--- src/rtl/col_block_feeder.sv ---
// col_block_feeder
// Collects an unsigned 8-bit pixel stream (row-major, 64 pixels per 8x8
// block) into two ping-pong banks. Each full bank is read out one column
// per cycle as eight level-shifted signed samples for the column DCT.
//
// Ports:
//   i_clk          clock, everything on the rising edge
//   i_rst          synchronous active-high reset
//   i_valid        pixel strobe, a pixel is taken when i_valid && o_ready
//   i_pixel        unsigned pixel; index n -> row n[5:3], column n[2:0]
//   o_ready        current write bank is free
//   o_valid        one column is present on o_data0..o_data7
//   o_data0..7     signed samples of rows 0..7 of the current column
//   o_col_idx      column index of the current output
//   o_blk_start    high together with column 0 of each block
module col_block_feeder #(
  parameter int LEVEL_OFFSET = 128
) (
  input  logic       i_clk,
  input  logic       i_rst,
  input  logic       i_valid,
  input  logic [7:0] i_pixel,
  output logic       o_ready,
  output logic       o_valid,
  output logic [7:0] o_data0,
  output logic [7:0] o_data1,
  output logic [7:0] o_data2,
  output logic [7:0] o_data3,
  output logic [7:0] o_data4,
  output logic [7:0] o_data5,
  output logic [7:0] o_data6,
  output logic [7:0] o_data7,
  output logic [2:0] o_col_idx,
  output logic       o_blk_start
);

  typedef enum logic {IDLE, READ} state_t;

  state_t     state_q, state_d;
  logic [5:0] wr_cnt_q, wr_cnt_d;
  logic       wr_bank_q, wr_bank_d;
  logic       rd_bank_q, rd_bank_d;
  logic [2:0] rd_col_q, rd_col_d;
  logic [1:0] full_q, full_d;
  logic       valid_q, valid_d;
  logic       blk_start_q, blk_start_d;
  logic [2:0] col_idx_q, col_idx_d;

  logic       wr_en;
  logic       rd_en;
  logic [7:0] row_out [8];

  assign o_ready = !full_q[wr_bank_q];
  assign wr_en   = i_valid && o_ready;
  assign rd_en   = (state_q == READ);

  // Write side: fill the current bank, flip banks after the 64th pixel.
  // The read side frees its bank after column 7; the two banks differ so
  // both updates can land on the same edge.
  always_comb begin
    wr_cnt_d  = wr_cnt_q;
    wr_bank_d = wr_bank_q;
    full_d    = full_q;
    if (wr_en) begin
      wr_cnt_d = wr_cnt_q + 6'd1;
      if (wr_cnt_q == 6'd63) begin
        full_d[wr_bank_q] = 1'b1;
        wr_bank_d         = !wr_bank_q;
      end
    end
    if (rd_en && rd_col_q == 3'd7) begin
      full_d[rd_bank_q] = 1'b0;
    end
  end

  // Read FSM: one IDLE cycle decides, READ emits eight columns back to back.
  always_comb begin
    state_d     = state_q;
    rd_col_d    = rd_col_q;
    rd_bank_d   = rd_bank_q;
    valid_d     = 1'b0;
    blk_start_d = 1'b0;
    col_idx_d   = col_idx_q;
    case (state_q)
      IDLE: begin
        if (full_q[rd_bank_q]) begin
          state_d  = READ;
          rd_col_d = 3'd0;
        end
      end
      READ: begin
        valid_d     = 1'b1;
        blk_start_d = (rd_col_q == 3'd0);
        col_idx_d   = rd_col_q;
        rd_col_d    = rd_col_q + 3'd1;
        if (rd_col_q == 3'd7) begin
          rd_bank_d = !rd_bank_q;
          state_d   = IDLE;
        end
      end
      default: state_d = IDLE;
    endcase
  end

  always_ff @(posedge i_clk) begin
    if (i_rst) begin
      state_q     <= IDLE;
      wr_cnt_q    <= 6'd0;
      wr_bank_q   <= 1'b0;
      rd_bank_q   <= 1'b0;
      rd_col_q    <= 3'd0;
      full_q      <= 2'b00;
      valid_q     <= 1'b0;
      blk_start_q <= 1'b0;
      col_idx_q   <= 3'd0;
    end else begin
      state_q     <= state_d;
      wr_cnt_q    <= wr_cnt_d;
      wr_bank_q   <= wr_bank_d;
      rd_bank_q   <= rd_bank_d;
      rd_col_q    <= rd_col_d;
      full_q      <= full_d;
      valid_q     <= valid_d;
      blk_start_q <= blk_start_d;
      col_idx_q   <= col_idx_d;
    end
  end

  // One small memory per row so a whole column is readable in one cycle.
  // Address is {bank, column}; the output register doubles as read register.
  genvar gi;
  generate
    for (gi = 0; gi < 8; gi++) begin : g_row
      logic [7:0] row_mem [0:15];
      logic [7:0] shifted;
      logic [7:0] data_q, data_d;

      always_ff @(posedge i_clk) begin
        if (wr_en && wr_cnt_q[5:3] == 3'(gi)) begin
          row_mem[{wr_bank_q, wr_cnt_q[2:0]}] <= i_pixel;
        end
      end

      // Modulo-256 subtraction equals the 9-bit signed result truncated.
      assign shifted = row_mem[{rd_bank_q, rd_col_q}] - 8'(LEVEL_OFFSET);

      always_comb begin
        data_d = data_q;
        if (rd_en) begin
          data_d = shifted;
        end
      end

      always_ff @(posedge i_clk) begin
        if (i_rst) begin
          data_q <= 8'd0;
        end else begin
          data_q <= data_d;
        end
      end

      assign row_out[gi] = data_q;
    end
  endgenerate

  assign o_valid     = valid_q;
  assign o_blk_start = blk_start_q;
  assign o_col_idx   = col_idx_q;
  assign o_data0     = row_out[0];
  assign o_data1     = row_out[1];
  assign o_data2     = row_out[2];
  assign o_data3     = row_out[3];
  assign o_data4     = row_out[4];
  assign o_data5     = row_out[5];
  assign o_data6     = row_out[6];
  assign o_data7     = row_out[7];

endmodule
--- config.mk ---
export PLATFORM = sky130hd
export DESIGN_NAME = col_block_feeder
export DESIGN_NICKNAME = d
export VERILOG_FILES = /design/src/rtl/col_block_feeder.sv
export SDC_FILE = /design/constraint.sdc
export NUM_CORES = 1
export LEC_CHECK = 0
export ABC_AREA = 1
export BUFFER_PORTS_ARGS = -buffer_cell sky130_fd_sc_hd__buf_2
export CORE_ASPECT_RATIO = 2
export CORE_MARGIN = 2
export CORE_UTILIZATION = 40
export DETAILED_ROUTE_END_ITERATION = 7
export GPL_TIMING_DRIVEN = 0
export SLEW_MARGIN = 5
export SYNTH_ARGS = -nofsm -noshare
export SYNTH_HDL_FRONTEND = slang
export SYNTH_SLANG_ARGS = --single-unit
--- constraint.sdc ---
create_clock -name i_clk -period 2.95 [get_ports i_clk]
set_input_delay 0.59 -clock i_clk [delete_from_list [all_inputs] [get_ports i_clk]]
set_output_delay 0.59 -clock i_clk [all_outputs]
set_load 0.005 [all_outputs]
# Word-level counts from Yosys, hierarchy flattened
# Memories as Yosys holds them, arrays and structs flattened.
# Cells that the tools add are included.
[totals]
ff_bits = 83
latch_bits = 0
mem_bits_rw = 1024
romBits = 0
inputBits = 11
output_inout_bits = 70
wordCells = 106
n_memories = 8
[mem_list]
columns = ["name", "words", "width", "rd", "rd_clocked_by_memory_dff", "wr", "line", "source"]
rows = [
  ["g_row[0].row_mem", 16, 8, 1, 0, 1, "134", "logic [7:0] row_mem [0:15];"],
  ["g_row[1].row_mem", 16, 8, 1, 0, 1, "134", ""],
  ["g_row[2].row_mem", 16, 8, 1, 0, 1, "134", ""],
  ["g_row[3].row_mem", 16, 8, 1, 0, 1, "134", ""],
  ["g_row[4].row_mem", 16, 8, 1, 0, 1, "134", ""],
  ["g_row[5].row_mem", 16, 8, 1, 0, 1, "134", ""],
  ["2 more memories", "n/a", "n/a", "n/a", "n/a", "n/a", "n/a", ""],
]
[classes]
add_sub_neg = 10
multipliers = 0
div = 0
order_cmp = 4
n_eq_ne = 10
shift = 0
n_mux = 33
bitwise_logic = 4
n_reduce_logical = 20
[ops]
columns = ["op", "n"]
rows = [
  ["subtractor 8 bit, second input constant", 8],
  ["two-way mux 1 bit", 25],
  ["== test 3 bit, second input constant", 5],
  ["logical AND 1 bit", 12],
  ["adder 6 x 1 -> 6 bit, second input constant", 1],
  ["== test 3 x 2 -> 1 bit, second input constant", 2],
  ["== test 6 bit, second input constant", 1],
  ["zero test 3 bit", 2],
  ["two-way mux 2 bit", 3],
  ["case mux 3 bit (2 select lines)", 1],
  ["less-than comparator 1 x 2 -> 1 bit, second input constant", 2],
  ["AND reduction 2 bit", 2],
  ["adder 3 x 1 -> 3 bit, second input constant", 1],
  ["== test 3 x 1 -> 1 bit, second input constant", 1],
  ["zero test 1 bit", 3],
  ["two-way mux 3 bit", 1],
  ["AND 2 bit", 1],
  ["demux 1 bit (select 1 bit)", 2],
  ["greater-or-equal comparator 1 bit, second input constant", 2],
  ["!= test 2 bit, second input constant", 1],
  ["inverter 2 bit", 1],
  ["OR 2 bit", 1],
  ["case mux 1 bit (2 select lines)", 1],
  ["OR reduction 2 bit", 1],
  ["inverter 1 bit", 1],
]

# Longest topological paths before layout
[logic_depth]
ltp_word = 9
depth_mapped = 12
ltp_nobuf = 9

# Worst setup path after synthesis
# No wires, ideal clock.
[synth_timing]
path_type = "input to register"
startpoint = "input port i_valid"
endpoint = "memory g_row[0].row_mem[12][0] (enable)"
t_arrival_ps = 1518
required_ps = 2580
setup_slack_ps = 1061
stages = 5
cell_sequence = "nand2_2 > nor2_4 > nand2_2 > buf_2 > nor2_1"
[synth_via]
elab_chain_cells = 4
[synth_rtl]
columns = ["element", "line", "source"]
rows = [
  ["start: declaration", "21", "input logic i_valid,"],
  ["logical AND 1 bit", "54", "assign wr_en = i_valid && o_ready;"],
  ["logical AND 1 bit", "139", "if (wr_en && wr_cnt_q[5:3] == 3'(gi)) begin"],
  ["two-way mux 1 bit", "139", ""],
  ["two-way mux 1 bit (not written as such)", "140", "row_mem[{wr_bank_q, wr_cnt_q[2:0]}] <= i_pixel;"],
  ["end: declaration", "134", ""],
]
# No other way between the ends.

# Final worst setup path
[layout_timing]
startpoint = "register wr_cnt_q[2]"
endpoint = "memory g_row[6].row_mem[14][3] (enable)"
[layout_lines]
columns = ["element", "line", "source"]
rows = [
  ["start: declaration", "40", "logic [5:0] wr_cnt_q, wr_cnt_d;"],
  ["start signal: assignment", "118", "wr_cnt_q <= wr_cnt_d;"],
  ["end: declaration", "134", ""],
]
# Straight into the memory's write port.

==> results.cfg <==
[clock_tree]
cts_max_path_buffers = 3
tritoncts = built
clkTransAtPathRegs_ps = 70
cts_hold_buf = 0
cts-buffers-inserted = 93
clock_latency_ps = 710
htreeDepth = 3
cts_sinks = 1107
cts-root-buf = clkbuf_16

[synthesis]
syn_avg_cell_area_sq_um = 11.3
synth_cells = 3966
synthesis.area_sq_um = 44800
synth.area.top_cells = edfxtp_1, nand2_1, nand3_1, dfxtp_1, nor2_1
syn_nets = 3984
yosys_warnings = 0
yosysTopAreaCell = edfxtp_1
synth_cell_types = 26
synth-seq-cells = 1107
yosys.area.top_type_share_pct = 68.7
seq_area_frac_synth_pct = 72.4

[placement]
gp_congestion = 0.957
io_buffer_count = 79
dp_hpwl_mm = 118
placed_area_sq_um = 47300

[cells_and_area]
fill_cells = 10200
final_cell_mix = nand2_1, edfxtp_1, nand3_1, nor2_1, buf_2
final_common_cell = nand2_1
area_growth_pct = 12.3
layout-drive-gt1-share_pct = 10.0
design_area_sq_um = 50300
fin_nets = 4166
final_util_pct = 45.3

[critical_path]
r2r_end = g_row[6].row_mem[14][3]
reg2reg_from = wr_cnt_q[2]
crit_arrival_ps = 3310
end_kind = flop
r2r_slack_ps = -30
worstSetupStartpointType = flop
cp_data_required_time_ps = 3280
r2r_cells = 3
crit_chain = clkbuf_1 > nand3_1 > nor2_1
critPathMaxFanout = 10
cpMaxStageDelayCell = nor2_1
critical_path.top_delay_family = simple AND/OR/NAND/NOR gates
setup.worst_path.class = flop to flop
cp_num_buf_inv = 1
critPathMaxStageDelay_ps = 1000
cp-startpoint = wr_cnt_q[2]

[global_routing]
grt_pass1_vias = 31100
grt_max_degree = 103
antenna_found_initial = 7
grt_pass1_wl_mm = 225
grtUsageMet3_pct = 4.63
grt_use_total_pct = 28.5
met1_usage_pct = 28.3
top_usage_layer = met2
met2_usage_pct = 51.9
gr-total-overflow = 0

[routing]
drtIter0Drc = 2964
viasPerCell = 5.50
postRouteAntennaNets = 0
route.detailed.drc = 0
wl_per_cell_um = 28.5
dr.pass1.iters = 6
drt-total-wl_mm = 163
vias = 31400

[timing]
drv_slew = 0
hold_viol = 0
max_slew_margin_pct = 19.9
fin_crit_sh_pct = 101
max_clock_freq_mhz = 335
skew_ps = 21.3
setup_viol = 31
fin_ws_ps = -32.2
tightest_slew_ps = 1200
grt_setup_unrepaired = yes
period_needed_ps = 2980

[floorplan]
start_util_pct = 40.3
io_pins = 81
fp.dieH_um = 477
die_w_um = 241
core-area_sq_um = 111000
die_area_sq_um = 115000
std_cell_rows = 173

[hold_path]
hold_start = i_pixel[0]
min_path_type = input port to flop
hold_end = g_row[7].row_mem[7][0]
hold_depth = 1

[power]
ir_drop_uv = 427
p_total_mw = 29.9
leakage_nw = 18.4
p_per_area_nw_per_um2 = 594

[run_status]
violations = negative setup slack
status = finished with violations

[flow_run]
drv_cap = 0
routing by layer:
metal	wire length (um)	part of all wire [%]
met1	51600	32
met2	85000	52
met3	10400	6.4
met4	16000	9.8
met5	11	0.0067
cell type report:
| type | count | area, sq um | area share [%] |
|---|---|---|---|
| flip-flops and latches | 1107 | 32400 | 64.4 |
| multi-input cells | 2505 | 10700 | 21.4 |
| clock buffers | 129 | 2620 | 5.20 |
| well taps | 1487 | 1860 | 3.70 |
| plain buffers | 247 | 1270 | 2.52 |
| repair buffers | 87 | 662 | 1.32 |
| inverters | 107 | 407 | 0.809 |
| clock inverters | 39 | 309 | 0.614 |
| diodes | 6 | 15.0 | 0.0299 |
Yosys cell counts (all sizes together):
cell / number
nor3: 2
xor2: 1
nand3: 701
or2: 8
o211ai: 28
a21oi: 39
dfxtp: 83
o21ai: 97
ha: 7
a31oi: 3
clkbuf: 61
o31ai: 2
buf: 186
edfxtp: 1024
nor2: 297
inv: 107
nand2: 1320
report_power, final:
part	switching [mW]	internal, mW	leakage [nW]
Sequential	0.00806	17.1	9.87
Combinational	0.374	0.0610	7.08
Clock	5.72	6.56	1.43
cells by family (layout without fill, tap and decap cells):
kind of cell	Yosys count	count (layout)	synth area share, %
fa+ha+maj	7	7	0.196
simple gates	2328	2328	21.6
buf+inv	354	609	3.73
flops	1107	1107	72.4
xor+xnor	1	1	0.0196
other cells	0	6	0
compound gates	169	169	2.07
stage by stage:
stage	hold slack [ps]	cells	worst slack, ps	setup TNS [ps]
floorplan	437	3966	1060	0
global placement	492	5532	-427	-245120
detailed placement	493	5540	-38.3	-429
CTS	248	5708	15.2	0
global route	264	5710	-54.2	-1350
finish	269	5714	-32.2	-528
sequential cells by signal, summed over array words and instances, names as in the netlist:
| name | flops |
|---|---|
| g_row.row_mem | 1024 |
| o_data0 | 8 |
| o_data1 | 8 |
| o_data2 | 8 |
| o_data3 | 8 |
| o_data4 | 8 |
| o_data5 | 8 |
| o_data6 | 8 |
| o_data7 | 8 |
| wr_cnt_q | 6 |
| o_col_idx | 3 |
| rd_col_q | 3 |
| full_q | 2 |
| o_blk_start | 1 |
| o_valid | 1 |
| rd_bank_q | 1 |
| rd_en | 1 |
| wr_bank_q | 1 |
worst max-delay path by stage:
stage | cells past startpoint | to
6_report | 3 | g_row[6].row_mem[14][3]
5_1_grt | 4 | g_row[5].row_mem[11][7]
4_1_cts | 4 | g_row[2].row_mem[7][4]
3_5_place_dp | 3 | g_row[5].row_mem[12][0]
3_3_place_gp | 1 | g_row[2].row_mem[8][4]
2_1_floorplan | 5 | g_row[0].row_mem[12][0]
timing repair:
item | 4_1_cts | 5_1_grt
setup buffers | 0 | 0
resized for setup | 3 | 15
setup endpoints to repair | 23 | 137
No activity file was read; power rests on OpenSTA's default activity.
